**src/rtl/block_state_store_pkg.sv**
```systemverilog
// block_state_store_pkg: shared wall geometry, fill pattern and FSM state type
package block_state_store_pkg;
  localparam int BLOCKS_PER_ROW = 13;
  localparam int NUM_ROWS = 16;
  localparam int ROW_IDX_W = 4;
  localparam int COL_IDX_W = 4;
  localparam logic [BLOCKS_PER_ROW-1:0] FILL_PATTERN = 13'h1FFF;
  typedef enum logic {FILL, IDLE} state_t;
endpackage

```
**src/rtl/block_state_store_popcount13.sv**
```systemverilog
// popcount13: number of set bits in a 13-bit row (in: row[12:0], out: count[3:0])
module popcount13 (
  input  logic [12:0] row,
  output logic [3:0]  count
);
  always_comb begin
    count = '0;
    for (int i = 0; i < 13; i++) count = count + 4'(row[i]);
  end
endmodule

```
**src/rtl/block_state_store.sv**
```systemverilog
// block_state_store: breakout wall storage; in: clk nRst new_frame go_next_line level_load hit_valid/row/col; out: hit_ready hit_resp_valid hit_present block_line_state blocks_remaining wall_cleared
module block_state_store
  import block_state_store_pkg::*;
(
  input  logic                      clk,
  input  logic                      nRst,
  input  logic                      new_frame,
  input  logic                      go_next_line,
  input  logic                      level_load,
  input  logic                      hit_valid,
  input  logic [ROW_IDX_W-1:0]      hit_row,
  input  logic [COL_IDX_W-1:0]      hit_col,
  output logic                      hit_ready,
  output logic                      hit_resp_valid,
  output logic                      hit_present,
  output logic [BLOCKS_PER_ROW-1:0] block_line_state,
  output logic [7:0]                blocks_remaining,
  output logic                      wall_cleared
);
  state_t state, state_n;
  logic [ROW_IDX_W-1:0] fill_row, fill_row_n, row_idx, row_idx_n, wr_row;
  logic [BLOCKS_PER_ROW-1:0] rows [NUM_ROWS];
  logic [BLOCKS_PER_ROW-1:0] hit_data, wr_data;
  logic [7:0] count_n;
  logic [3:0] fill_pop;
  logic accept, hit_ok, wr_en;
  popcount13 u_pop (.row(FILL_PATTERN), .count(fill_pop));
  always_comb begin
    hit_ready = state == IDLE;
    accept = hit_valid && hit_ready;
    hit_data = rows[hit_row];
    hit_ok = accept && !level_load && 32'(hit_row) < NUM_ROWS && 32'(hit_col) < BLOCKS_PER_ROW && hit_data[hit_col];
    wr_en = state == FILL ? !level_load : hit_ok;
    wr_row = state == FILL ? fill_row : hit_row;
    wr_data = state == FILL ? FILL_PATTERN : hit_data & ~(BLOCKS_PER_ROW'(1) << hit_col);
    state_n = level_load ? FILL : (state == FILL && fill_row == ROW_IDX_W'(NUM_ROWS - 1)) ? IDLE : state;
    fill_row_n = (level_load || state == IDLE) ? '0 : fill_row + ROW_IDX_W'(1);
    count_n = level_load ? '0 :
              state == FILL ? blocks_remaining + 8'(fill_pop) :
              (hit_ok && blocks_remaining != '0) ? blocks_remaining - 8'd1 : blocks_remaining;
    row_idx_n = new_frame ? '0 :
                (go_next_line && row_idx != ROW_IDX_W'(NUM_ROWS - 1)) ? row_idx + ROW_IDX_W'(1) : row_idx;
    wall_cleared = blocks_remaining == '0 && state == IDLE;
  end
  always_ff @(posedge clk) begin
    if (!nRst) begin
      state <= FILL;
      fill_row <= '0;
      row_idx <= '0;
      block_line_state <= '0;
      blocks_remaining <= '0;
      hit_resp_valid <= 1'b0;
      hit_present <= 1'b0;
    end else begin
      state <= state_n;
      fill_row <= fill_row_n;
      row_idx <= row_idx_n;
      // bypass this cycle's write so the displayed row never lags storage
      block_line_state <= (wr_en && wr_row == row_idx_n) ? wr_data : rows[row_idx_n];
      blocks_remaining <= count_n;
      hit_resp_valid <= accept;
      hit_present <= hit_ok;
    end
  end
  always_ff @(posedge clk)
    if (nRst && wr_en) rows[wr_row] <= wr_data;
endmodule

```
**config.mk**
```make
export PLATFORM = sky130hd
export DESIGN_NAME = block_state_store
export DESIGN_NICKNAME = d
export VERILOG_FILES = /design/src/rtl/block_state_store_pkg.sv /design/src/rtl/block_state_store_popcount13.sv /design/src/rtl/block_state_store.sv
export SDC_FILE = /design/constraint.sdc
export NUM_CORES = 1
export LEC_CHECK = 0
export BUFFER_PORTS_ARGS = -buffer_cell sky130_fd_sc_hd__buf_2
export CAP_MARGIN = 20
export CELL_PAD_IN_SITES_DETAIL_PLACEMENT = 1
export CELL_PAD_IN_SITES_GLOBAL_PLACEMENT = 2
export CORE_ASPECT_RATIO = 1.75
export CORE_MARGIN = 4
export CORE_UTILIZATION = 48
export CTS_BUF_LIST = sky130_fd_sc_hd__clkbuf_4 sky130_fd_sc_hd__clkbuf_8
export DETAILED_ROUTE_END_ITERATION = 8
export PLACE_DENSITY = 0.81
export REMOVE_ABC_BUFFERS = 1
export SYNTH_ARGS = -nofsm -noshare
export SYNTH_HDL_FRONTEND = slang
export SYNTH_SLANG_ARGS = --single-unit
```
**constraint.sdc**
```tcl
create_clock -name clk -period 5.45 [get_ports clk]
set_clock_uncertainty 0.15 [all_clocks]
set_input_delay 1.09 -clock clk [delete_from_list [all_inputs] [get_ports clk]]
set_output_delay 1.09 -clock clk [all_outputs]
set_load 0.05 [all_outputs]
```
# [Word-level counts from Yosys, hierarchy flattened]
# Memory sizes are Yosys's and may differ from the RTL's. A register that Yosys moved wholly into a read port is not among the register bits.
# Cells that the tools add are included.
[word_totals] reg_bits=19 ramBits=208 in_bits=14 out_inout_bits=25 mem_count=1
[classes] add_sub_neg=4 order_cmp=2 eq_ne=3 n_shift=1 muxes=11 n_bitwise=4 n_reduce_logical=16
[memory_table] memory="rows" words=16 word_bits=13 rd=2 rd_clocked_by_memory_dff=1 wr=1 line="block_state_store.sv:22" rtl="logic [BLOCKS_PER_ROW-1:0] rows [NUM_ROWS];"
[op_table] cell="8-bit 2-to-1 mux" count=2
[op_table] cell="13-bit bitwise AND" count=1
[op_table] cell="13-bit 2-to-1 mux" count=1
[op_table] cell="13-bit inverter" count=1
[op_table] cell="1-bit by 4-bit left shift with 13-bit output, first input constant" count=1
[op_table] cell="4-bit 2-to-1 mux" count=3
[op_table] cell="1-bit logical AND" count=9
[op_table] cell="4-bit by 1-bit adder with 4-bit output, second input constant" count=2
[op_table] cell="8-bit by 4-bit adder with 8-bit output, second input constant" count=1
[op_table] cell="8-bit zero test" count=1
[op_table] cell="8-bit nonzero test" count=1
[op_table] cell="8-bit by 1-bit subtractor with 8-bit output, second input constant" count=1
[op_table] cell="4-bit by 5-bit < comparator with 1-bit output, second input constant" count=1
[op_table] cell="1-bit binary-select mux with 4-bit select" count=1
[op_table] cell="4-bit equality test, second input constant" count=1
[op_table] cell="4-bit < comparator, second input constant" count=1
[op_table] cell="1-bit 2-to-1 mux" count=4
[op_table] cell="4-bit != test, second input constant" count=1
[op_table] cell="2-bit OR reduction" count=2
[op_table] cell="1-bit zero test" count=2
[op_table] cell="2-bit by 1-bit != test with 1-bit output, second input constant" count=1
[op_table] cell="1-bit inverter" count=2
[op_table] cell="1-bit logical OR" count=1

# [Longest topological paths before layout]
[depth] word_depth=8 ltp_mapped=13 depth_no_buf=9

# [By module]
# Synthesis repeated with hierarchy kept, for this count alone.
[hier_totals] hier_cells=815 hier_area_um2=12369.4
[modules_own_cells] module="block_state_store" n_inst=1 cells_per_inst=786 area_per_inst_um2=12096.6
[modules_own_cells] module="popcount13" n_inst=1 cells_per_inst=29 area_per_inst_um2=272.8

# [Least setup slack after synthesis]
# OpenSTA, ideal clock, no wires.
[synth_path] path_type="input to register" startpoint="in hit_row[0]" endpoint="mem rows[3][0], enable pin" arrival_ns=3.795 required_ns=4.918 slack_ns=1.123 cell_stages=9 n_path_buf=2 path_cell_list="buf_6 buf_12 mux4_2 mux4_2 nor4b_4 nor4_2 o41ai_2 nand2_1 nor2_1"
[synth_via] elab_chain_len=8 word_cells_on_any_way=9 cone_classes="mux: 6; reduce/logical: 2; memory: 1"
[synth_rtl] element="from (decl)" line="block_state_store.sv:11" rtl="input logic [ROW_IDX_W-1:0] hit_row,"
[synth_rtl] element="memory 16 x 13 bit"
[synth_rtl] element="1-bit binary-select mux with 4-bit select" line="block_state_store.sv:32" rtl="hit_ok = accept && !level_load && 32'(hit_row) < NUM_ROWS && 32'(hit_col) < BLOCKS_PER_ROW && hit_data[hit_col ..."
[synth_rtl] element="1-bit 2-to-1 mux (implied by the code)" line="block_state_store.sv:32"
[synth_rtl] element="1-bit logical AND" line="block_state_store.sv:32"
[synth_rtl] element="1-bit 2-to-1 mux" line="block_state_store.sv:33" rtl="wr_en = state == FILL ? !level_load : hit_ok;"
[synth_rtl] element="1-bit logical AND" line="block_state_store.sv:66" rtl="if (nRst && wr_en) rows[wr_row] <= wr_data;"
[synth_rtl] element="1-bit 2-to-1 mux" line="block_state_store.sv:66"
[synth_rtl] element="1-bit 2-to-1 mux (implied by the code)" line="block_state_store.sv:66"
[synth_rtl] element="to (decl)" line="block_state_store.sv:22"
# Parallel ways exist; a longest one is shown, timed or not. The select of a mux whose other input is x is not followed.

==> metrics.md <==
| Metric | Value |
|---|---|
| Post-synth top cells | `edfxtp_1 (208), mux2i_1 (162), mux4_2 (66)` |
| PostCTS Resize Cnt | `0` |
| Final Hold Vio Count | `0` |
| Synth top area share | `52.05%` |
| Critical path origin | `hit_row[0]` |
| Number of synthesized register bits | `240` |
| Antenna fix cells | `0` |
| Routed len/inst | `about 33 um` |
| CTS Sinks | `240` |
| Number of flops mapped to enable cells by yosys | `approximately 210` |
| DR vias | `7692` |
| CTS clk-pin slew, worst paths | `about 70 ps` |
| Row cnt | `76` |
| Initial Util | `48.72%` |
| Gate power share | `9.0%` |
| CTS Hold Bufs | `0` |
| DP HPWL | `28590 um` |
| Die Width | `between 100 and 150 um` |
| Endpoint class of the critical path | `flip-flop` |
| Leak Pwr | `0.004800 uW` |
| Crit Path Max Fanout | `19` |
| Crit path launch type | `primary input` |
| Total net switching power | `978.5 uW` |
| Pin count of the biggest net entering global routing | `58` |
| Layout Area Growth over Synthesis | `13.36%` |
| IO buf count | `38` |
| Unrepaired setup endpoints after global routing | `false` |
| Post-synth cell types | `62` |
| GRT Util Overall | `29.02%` |
| Synth async-reset ratio | `0%` |
| CP required | `5770 ps` |
| Internal power | `2931 uW` |
| Fin crit period | `between 4000 and 5000 ps` |
| Post-CTS Setup Inserts | `0` |
| Placed instance count | `approximately 1100` |
| Initial antenna violation count | `0` |
| Peak Freq | `0.2205 GHz` |
| Setup-failing EPs final | `0` |
| Clock Path Buffers | `3` |
| Core area | `24630 um^2` |
| Final #Nets | `892` |
| Register area share after synthesis | `57.39%` |
| Slew margin rel. | `a little under a quarter` |
| Final ANT Viol Nets | `0` |
| Fillers | `2362` |
| Max-slew violations | `0` |
| Vias per cell | `6.357` |
| H-tree depth | `2` |
| Hold Path Origin | `blocks_remaining[3]` |
| First-pass GRT wire length | `57950 um` |
| GRT overflow | `0` |
| WP data arrival | `~4900 ps` |
| CTS root buf | `clkbuf_8` |
| Multi-input logic area | `roughly 4800 um^2` |
| Syn. warnings | `0` |
| Synth Instances | `784` |
| Clock Power Share | `approximately 40%` |
| DRC | `0` |
| Reg-to-Reg Start | `rows[12][10]` |
| Die Span Y | `217.2 um` |
| Non-Filler Instances | `1210` |
| Post-Syn Area per Cell | `15.30 um^2` |
| Setup Crit Path Kind | `primary input to flip-flop` |
| Vias in the first global route | `8503` |
| P per Cell Area | `roughly 290 nW/um^2` |
| First-pass DRT Iterations | `5` |
| GPL Wtd Cong | `0.9119` |
| Worst slew pin tran | `1143 ps` |
| Mapped Area | `roughly 12000 um^2` |
| Die area | `about 28000 um^2` |
| Layout cell share with drive strength beyond 1 | `around 27%` |
| Count leader, synth | `edfxtp_1` |
| Main synth FF type | `edfxtp_1` |
| Worst hold-check path type | `flip-flop to flip-flop` |
| Area leader, netlist | `edfxtp_1` |
| Max-cap viol count | `0` |
| Fin crit share | `about 83%` |
| WL final | `slightly below 40000 um` |
| Setup TNS | `0 ps` |
| Worst vdd ir | `0.1727 mV` |
| Switching Share | `between 20% and 30%` |
| Worst-Skew Late Latency | `between 500 and 600 ps` |
| Num ports | `39` |
| Run status | `completed` |
| Top post-synthesis cells by area | `edfxtp_1 (52%), mux2i_1 (14%), mux4_2 (12%)` |
| CTS tree | `built` |
| CTS Buf Count | `36` |
| Register Area | `6887 um^2` |
| DR iter-0 viols | `666` |
| Part of the power in registers | `51.0%` |
[sequential cells by signal (all words and copies together) (netlist names)]
name and flops:
block_line_state 13, blocks_remaining 8, fill_row 4, hit_present 1, hit_ready 1, hit_resp_valid 1
row_idx 4, rows 208
[layout make-up]
class / instances / area share, %
Clock buffer: 52 / 5.032
Inverter: 8 / 0.2208
Sequential cell: 240 / 50.63
Tap cell: 312 / 2.870
Clock inverter: 13 / 0.5703
Multi-Input combinational cell: 491 / 35.45
Timing Repair Buffer: 94 / 5.225
[layout by cell type (no fill, tap or decap), drive strengths merged, types with 2 or more instances in the layout]
cell / n
o31ai: 4
and3: 4
o21bai: 5
clkinv: 8
o22ai: 2
edfxtp: 208
nor2: 40
a22o: 5
xnor2: 10
or3: 2
a22oi: 6
nor4: 4
nand3: 8
and2: 5
xor2: 2
clkinvlp: 2
buf: 94
clkbuf: 52
a21oi: 10
a21o: 2
o211ai: 4
o21ai: 15
inv: 11
mux4: 69
mux2: 6
or2: 3
a32o: 4
nor3: 11
nand2b: 10
o221ai: 2
dfxtp: 32
nor2b: 6
ha: 6
a31oi: 3
nand2: 60
or4: 5
o41ai: 2
a221oi: 4
mux2i: 162
[critical path: stages]
cell and delay [ps]:
buf_2 550, buf_4 300, mux2_4 310, a22oi_1 490, nand2_1 230, a311o_1 430, nor4_2 370, buf_4 190
o31ai_2 70, nand3_2 250, buf_4 320, mux2i_1 220
[stage by stage]
step / area [um^2] / hold WS (ps) / setup slack [ps] / util (%) / power [uW]
after floorplan: 11720 / 314.4 / -4595 / - / 2253
after global placement: 12840 / 351.0 / 502.2 / 52.13 / 2377
after detailed placement: 12840 / 361.9 / 395.6 / 52.13 / 2384
after CTS: 13600 / 372.7 / 986.8 / 55.23 / 3939
after global routing: 13600 / 410.4 / 862.7 / 55.23 / 4052
final: 13600 / 375.2 / 915.5 / 55.23 / 3910
[worst paths after layout]
| check | endpoint | slack [ps] | depth (start not counted) |
|---|---|---|---|
| max | block_line_state[6] | 920 | 12 |
| max reg2reg | rows[7][1] | 1920 | 10 |
| min reg2reg | blocks_remaining[3] | 380 | 2 |
| min | blocks_remaining[3] | 380 | 2 |
[power groups by stage]
| stage | logic [uW] | registers, uW | clock network [uW] |
|---|---|---|---|
| floorplan | 178 | 2080 | 0 |
| global placement | 344 | 2030 | 0 |
| detailed placement | 351 | 2030 | 0 |
| CTS | 352 | 1990 | 1590 |
| global route | 369 | 1990 | 1690 |
| finish | 350 | 1990 | 1570 |
[logic make-up (layout without fill, tap and decap cells)]
kind of cell	after synthesis	in the layout	synth area share (%)
DFF	240	240	57.39
muxes	237	237	27.15
and+or+nand+nor	162	162	6.611
AOI/OAI and AO/OA	73	73	4.557
buffers and inverters	53	167	2.617
xor gates and xnor gates	12	12	0.8759
adders and majority gates	7	7	0.7925
[metal layers]
layer | vias to the layer above | GRT usage [%] | wire (um)
met4 | 0 | 19.15 | 3045
met2 | 298 | 51.51 | 20900
met3 | 115 | 4.445 | 1781
li1 | 3291 | - | -
met5 | - | 0 | 0
met1 | 3988 | 31.63 | 13650
Power figures use the tool's default switching activity.
